$ cat src/rtl/game_phase_ctrl.sv
// game_phase_ctrl: game-phase sequencer for the mole game.
//
// Runs the READY countdown, the timed PLAY round, score accounting and the
// GAME_OVER / GAME_CLEAR end states. A prescaler divides clk down to one
// sec_tick per game second.
//
// Optional feature macro: GAME_PAUSE_EN adds pause_btn and the PAUSED phase (110).
//
// Ports:
//   clk            system clock, all logic on posedge
//   rst            synchronous active-high reset
//   start_btn      start button level (debounced, synchronous)
//   pause_btn      pause button level (only with GAME_PAUSE_EN)
//   hit            one-cycle pulse per successful hit
//   state          phase code: 000 IDLE, 001 READY, 010 PLAY, 011 OVER, 101 CLEAR, 110 PAUSED
//   timer_running  1 while a countdown is active
//   timer          seconds remaining in the current countdown
//   score          hit count for the current round
//   sec_tick       one-cycle pulse on each game-second boundary
module game_phase_ctrl #(
  parameter int unsigned TICKS_PER_SEC = 50_000_000,
  parameter int unsigned READY_SECS    = 3,
  parameter int unsigned PLAY_SECS     = 60,
  parameter int unsigned TARGET_SCORE  = 20
) (
  input  logic       clk,
  input  logic       rst,
  input  logic       start_btn,
`ifdef GAME_PAUSE_EN
  input  logic       pause_btn,
`endif
  input  logic       hit,
  output logic [2:0] state,
  output logic       timer_running,
  output logic [6:0] timer,
  output logic [6:0] score,
  output logic       sec_tick
);

  localparam int unsigned PW = $clog2(TICKS_PER_SEC);
  localparam logic [PW-1:0] PrescMax  = PW'(TICKS_PER_SEC - 1);
  localparam logic [6:0]    ReadyInit = 7'(READY_SECS);
  localparam logic [6:0]    PlayInit  = 7'(PLAY_SECS);
  localparam logic [7:0]    Target    = 8'(TARGET_SCORE);

  typedef enum logic [2:0] {
    StIdle   = 3'b000,
    StReady  = 3'b001,
    StPlay   = 3'b010,
    StOver   = 3'b011,
    StClear  = 3'b101,
    StPaused = 3'b110
  } state_e;

  state_e        state_q, state_d;
  logic [6:0]    timer_q, timer_d;
  logic [6:0]    score_q, score_d;
  logic          run_q, run_d;
  logic          tick_q, tick_d;
  logic [PW-1:0] presc_q, presc_d;
  logic          start_prev_q;
  logic          start_ev;
  logic          pause_ev;
  logic          wrap;
  logic [7:0]    score_sum;
  logic [6:0]    score_sat;

  assign start_ev  = start_btn & ~start_prev_q;
  assign wrap      = (presc_q == PrescMax);
  assign score_sum = {1'b0, score_q} + {7'b0, hit};
  assign score_sat = score_sum[7] ? 7'h7f : score_sum[6:0];

`ifdef GAME_PAUSE_EN
  logic pause_prev_q;
  assign pause_ev = pause_btn & ~pause_prev_q;

  always_ff @(posedge clk) begin
    if (rst) pause_prev_q <= 1'b1;
    else     pause_prev_q <= pause_btn;
  end
`else
  assign pause_ev = 1'b0;
`endif

  always_comb begin
    state_d = state_q;
    timer_d = timer_q;
    score_d = score_q;
    run_d   = run_q;
    presc_d = presc_q;
    tick_d  = 1'b0;
    case (state_q)
      StIdle, StOver, StClear: begin
        presc_d = '0;
        if (state_q == StIdle) run_d = 1'b0;
        if (start_ev) begin
          state_d = StReady;
          timer_d = ReadyInit;
          run_d   = 1'b1;
          score_d = '0;
        end
      end
      StReady: begin
        tick_d = wrap;
        if (wrap) begin
          presc_d = '0;
          // Timer sits at 0 for one extra second before PLAY starts.
          if (timer_q == '0) begin
            state_d = StPlay;
            timer_d = PlayInit;
          end else begin
            timer_d = timer_q - 7'd1;
          end
        end else begin
          presc_d = presc_q + 1'b1;
        end
      end
      StPlay: begin
        if (pause_ev) begin
          state_d = StPaused;
          run_d   = 1'b0;
        end else begin
          tick_d  = wrap;
          score_d = score_sat;
          // Reaching the target beats a simultaneous final tick.
          if (score_sum >= Target) begin
            state_d = StClear;
            run_d   = 1'b0;
            presc_d = '0;
          end else if (wrap) begin
            presc_d = '0;
            if (timer_q <= 7'd1) begin
              state_d = StOver;
              timer_d = '0;
              run_d   = 1'b0;
            end else begin
              timer_d = timer_q - 7'd1;
            end
          end else begin
            presc_d = presc_q + 1'b1;
          end
        end
      end
`ifdef GAME_PAUSE_EN
      StPaused: begin
        // Prescaler is deliberately kept so the interrupted second resumes.
        if (pause_ev) begin
          state_d = StPlay;
          run_d   = 1'b1;
        end
      end
`endif
      default: begin
        state_d = StIdle;
        run_d   = 1'b0;
        presc_d = '0;
      end
    endcase
  end

  always_ff @(posedge clk) begin
    if (rst) begin
      state_q      <= StIdle;
      timer_q      <= '0;
      score_q      <= '0;
      run_q        <= 1'b0;
      tick_q       <= 1'b0;
      presc_q      <= '0;
      start_prev_q <= 1'b1;
    end else begin
      state_q      <= state_d;
      timer_q      <= timer_d;
      score_q      <= score_d;
      run_q        <= run_d;
      tick_q       <= tick_d;
      presc_q      <= presc_d;
      start_prev_q <= start_btn;
    end
  end

  assign state         = state_q;
  assign timer         = timer_q;
  assign score         = score_q;
  assign timer_running = run_q;
  assign sec_tick      = tick_q;

endmodule

$ cat config.mk
export PLATFORM = sky130hd
export DESIGN_NAME = game_phase_ctrl
export DESIGN_NICKNAME = d
export VERILOG_FILES = /design/src/rtl/game_phase_ctrl.sv
export SDC_FILE = /design/constraint.sdc
export NUM_CORES = 1
export LEC_CHECK = 0
export BUFFER_PORTS_ARGS = -buffer_cell sky130_fd_sc_hd__buf_2
export CORE_ASPECT_RATIO = 0.75
export CORE_MARGIN = 3
export CORE_UTILIZATION = 50
export CTS_CLUSTER_DIAMETER = 80
export DETAILED_ROUTE_END_ITERATION = 12
export PLACE_DENSITY = 0.7
export SYNTH_ARGS = -nofsm -noshare
export SYNTH_HDL_FRONTEND = slang
export SYNTH_SLANG_ARGS = --single-unit
$ cat constraint.sdc
create_clock -name clk -period 4 [get_ports clk]
set_input_delay 0.8 -clock clk [delete_from_list [all_inputs] [get_ports clk]]
set_output_delay 0.8 -clock clk [all_outputs]
set_load 0.02 [all_outputs]
==> summary.md <==
| Metric | Value |
|---|---|
| Share of post-route cells with drive strength above 1 | `about 13%` |
| CP max stage cell | `or4_1` |
| PostCTS Resize Cnt | `0` |
| Vias | `~2.0k` |
| Internal power | `0.6631 mW` |
| H-tree Lvls | `2` |
| Largest area contributor in the netlist | `dfxtp_1` |
| Post-CTS Hold Buffers | `0` |
| Synth Flop Type | `dfxtp_1` |
| Antenna diodes | `0` |
| P_sw | `~0.27 mW` |
| Slew margin rel. | `a little under half` |
| Post-synth ARST share | `0%` |
| Cell variety after synth | `roughly 50` |
| TritonCTS clock tree | `yes` |
| Worst skew pair latency | `just over 0.3 ns` |
| Root Driver | `clkbuf_8` |
| Cell row count | `20` |
| Worst-path clk slew | `around 0.080 ns` |
| Nets | `~320` |
| Initial Util | `about 55%` |
| Global-route wire length before repair | `8376 um` |
| GR Overflow Total | `0` |
| Status | `complete, no violations` |
| Biggest cell delay along the critical path | `about 0.5 ns` |
| Syn-to-layout area delta | `10.33%` |
| Port Buffers | `22` |
| Final ANT Viol Nets | `0` |
| Most common cell in the netlist | `dfxtp_1` |
| Most frequent CP cell | `ha_1` |
| Routed wire per std cell | `between 10 and 15 um` |
| Seq/Total Area, Yosys | `between 30% and 40%` |
| Pleak | `around 0.94 nW` |
| RSZ-0062 raised after global routing | `false` |
| CTS Buf Count | `5` |
| Sequential share of power | `51.9%` |
| Syn Area/Cell | `around 8.3 sq um` |
| Iter 0 DRT Violations | `125` |
| DPL Wire Length | `around 3400 um` |
| Crit path time final | `slightly below 3 ns` |
| Clock group share of total power | `32.5%` |
| Comb power frac | `~16%` |
| Drt pass-1 iters | `4` |
| Number of global-route vias before repair | `1816` |
| Max clock buf depth | `2` |
| Die Width | `85.37 um` |
| Initial antenna violation count | `0` |
| Critical path arrival | `between 3 and 4 ns` |
| Warnings from Yosys | `0` |
| PD cells | `approximately 360 nW/um^2` |
| Via-per-instance ratio | `5.584` |
| Critical path class | `input port to flip-flop` |
| Tightest Hold Check Type | `flip-flop to flip-flop` |
| Post-synth EDFFs | `0` |
| Gr usage total | `between 10% and 20%` |
| Non-Filler Instances | `about 360` |
| Crit path buffers/inverters | `1` |
| Clock sinks | `46` |
| Remaining routing DRC violations | `0` |
| Period utilization | `between 70% and 80%` |
| CP cell instances | `buf_2 > ha_1 > ha_1 > and2_1 > a311oi_1 > o2111ai_1 > o211a_4 > or4_1 > a21oi_1` |
| CP Launch Type | `input port` |
| Post-CTS Setup Repair Bufs | `0` |
| Critical path fanouts, max | `9` |
| FF+latch count, synth | `46` |
| Synth top cells by count | `46 x dfxtp_1, 41 x nor2_1, 22 x a21oi_1` |
| Cell Count Post-Placement | `355` |
| CP delay by family, top | `compound AO/OA/AOI/OAI gates` |
| Mapped Area | `2362 sq um` |
| Area contributors post-synth | `dfxtp_1 39%, nor2_1 6.5%, xor2_1 6.3%, a21oi_1 4.7%, ha_1 3.2%` |
| Die Span Y | `approximately 66 um` |
| Final Hold Violating Endpoints | `0` |
| Switching part of the total power | `between 20 and 30%` |
| Die area | `between 5000 and 6000 sq um` |
| GPL Wtd Cong | `0.8447` |
| FMAX | `0.3375 GHz` |
| Worst EP required | `~4.2 ns` |
| Max-cap viol count | `0` |
| Largest net degree at the start of global routing | `27` |
| Final WL | `slightly below 5000 um` |
| Core Area | `approximately 4300 sq um` |
| Mapped Cells | `approximately 290` |
| # setup viols final | `0` |
| Slew @ Worst Pin | `0.8142 ns` |
| Worst IR Drop VDD | `around 0.22 mV` |
| Clock skew | `about 0.0079 ns` |
| Synth top area share | `around two fifths` |
| Total negative slack | `0 ns` |
| Setup crit end kind | `flip-flop` |
| Io pins | `23` |
| Slew Limit Fails | `0` |
| Syn nets | `296` |
[cell type report]
type / instances / area, sq um
Clock buffer: 7 / 86.33
Inverter: 4 / 15.01
Clock inverter: 1 / 5.005
Tap cell: 55 / 68.82
Sequential cell: 46 / 920.9
Timing Repair Buffer: 23 / 117.6
Fill cell: 383 / 1698
Multi-Input combinational cell: 227 / 1393
[per-stage QoR]
stage          cell area [sq um]  hold slack [ns]  setup slack [ns]  total power [mW]  util (%)
2_1_floorplan               2362           0.4416             1.067            0.6052         -
3_3_place_gp                2515           0.4551            0.8454            0.6405     58.43
3_5_place_dp                2515           0.4900            0.7105            0.6400     58.43
4_1_cts                     2606           0.5021             1.036            0.9395     60.55
5_1_grt                     2606           0.5347            0.9117            0.9781     60.55
6_report                    2606           0.5025             1.037            0.9342     60.55
[worst min-delay path, delay by kind of cell (launching register included)]
family | cells | cell delay (ns)
compound gates | 2 | 0.13
flops | 1 | 0.33
[final timing paths]
| check | start | endpoint | slack [ns] | cells past startpoint |
|---|---|---|---|---|
| max | hit | timer[6] | 1.04 | 9 |
| min | presc_q[25] | presc_q[25] | 0.50 | 2 |
| max reg2reg | score[0] | timer[6] | 1.31 | 8 |
| min reg2reg | presc_q[25] | presc_q[25] | 0.50 | 2 |
[kinds of logic (layout without fill, tap and decap cells)]
| kind of cell | count (synthesis) | count (layout) | synth area share (%) |
|---|---|---|---|
| compound gates | 62 | 62 | 16.63 |
| xor+xnor | 21 | 21 | 7.786 |
| fa+ha+maj | 6 | 6 | 3.178 |
| buf+inv | 13 | 35 | 2.065 |
| flops | 46 | 46 | 38.98 |
| simple gates | 138 | 138 | 31.36 |
[metal layers]
metal  track usage, %  share of wire, %
met2            25.19                38
met4            7.708               1.5
met3            4.261               5.2
met1            28.06                55
met5                0                 0
[cells in the final DEF, fill, tap and decap left out, types with 2 or more instances in the layout]
master / instances
inv_1: 4
nor3_1: 11
nor2_1: 41
and4_1: 3
nor2b_1: 6
ha_1: 6
or4_1: 2
a21o_1: 2
nand3_1: 13
a2111oi_0: 2
nor4_1: 5
nand2_1: 20
and2_1: 4
xnor2_1: 4
a31oi_1: 2
xor2_1: 17
nand3b_1: 2
clkbuf_8: 6
or3_1: 3
or2b_1: 2
dfxtp_1: 46
a211oi_1: 4
nand2b_1: 3
buf_2: 22
a21oi_1: 22
and3_1: 5
o211ai_1: 3
nand4_1: 5
o21ai_0: 15
o22ai_1: 2
and3_2: 2
[registers in the layout (all words and copies together) (netlist names)]
register and count:
presc_q 26, score 7, sec_tick 1, start_prev_q 1
state 3, timer 7, timer_running 1
[power groups by stage]
stage,Sequential [mW],Combinational (mW),Clock (mW)
final,0.485,0.146,0.303
after global routing,0.488,0.165,0.326
after CTS,0.485,0.145,0.309
after detailed placement,0.496,0.144,0
after global placement,0.496,0.145,0
after floorplan,0.505,0.0998,0
(Power assumes the default switching activity.)
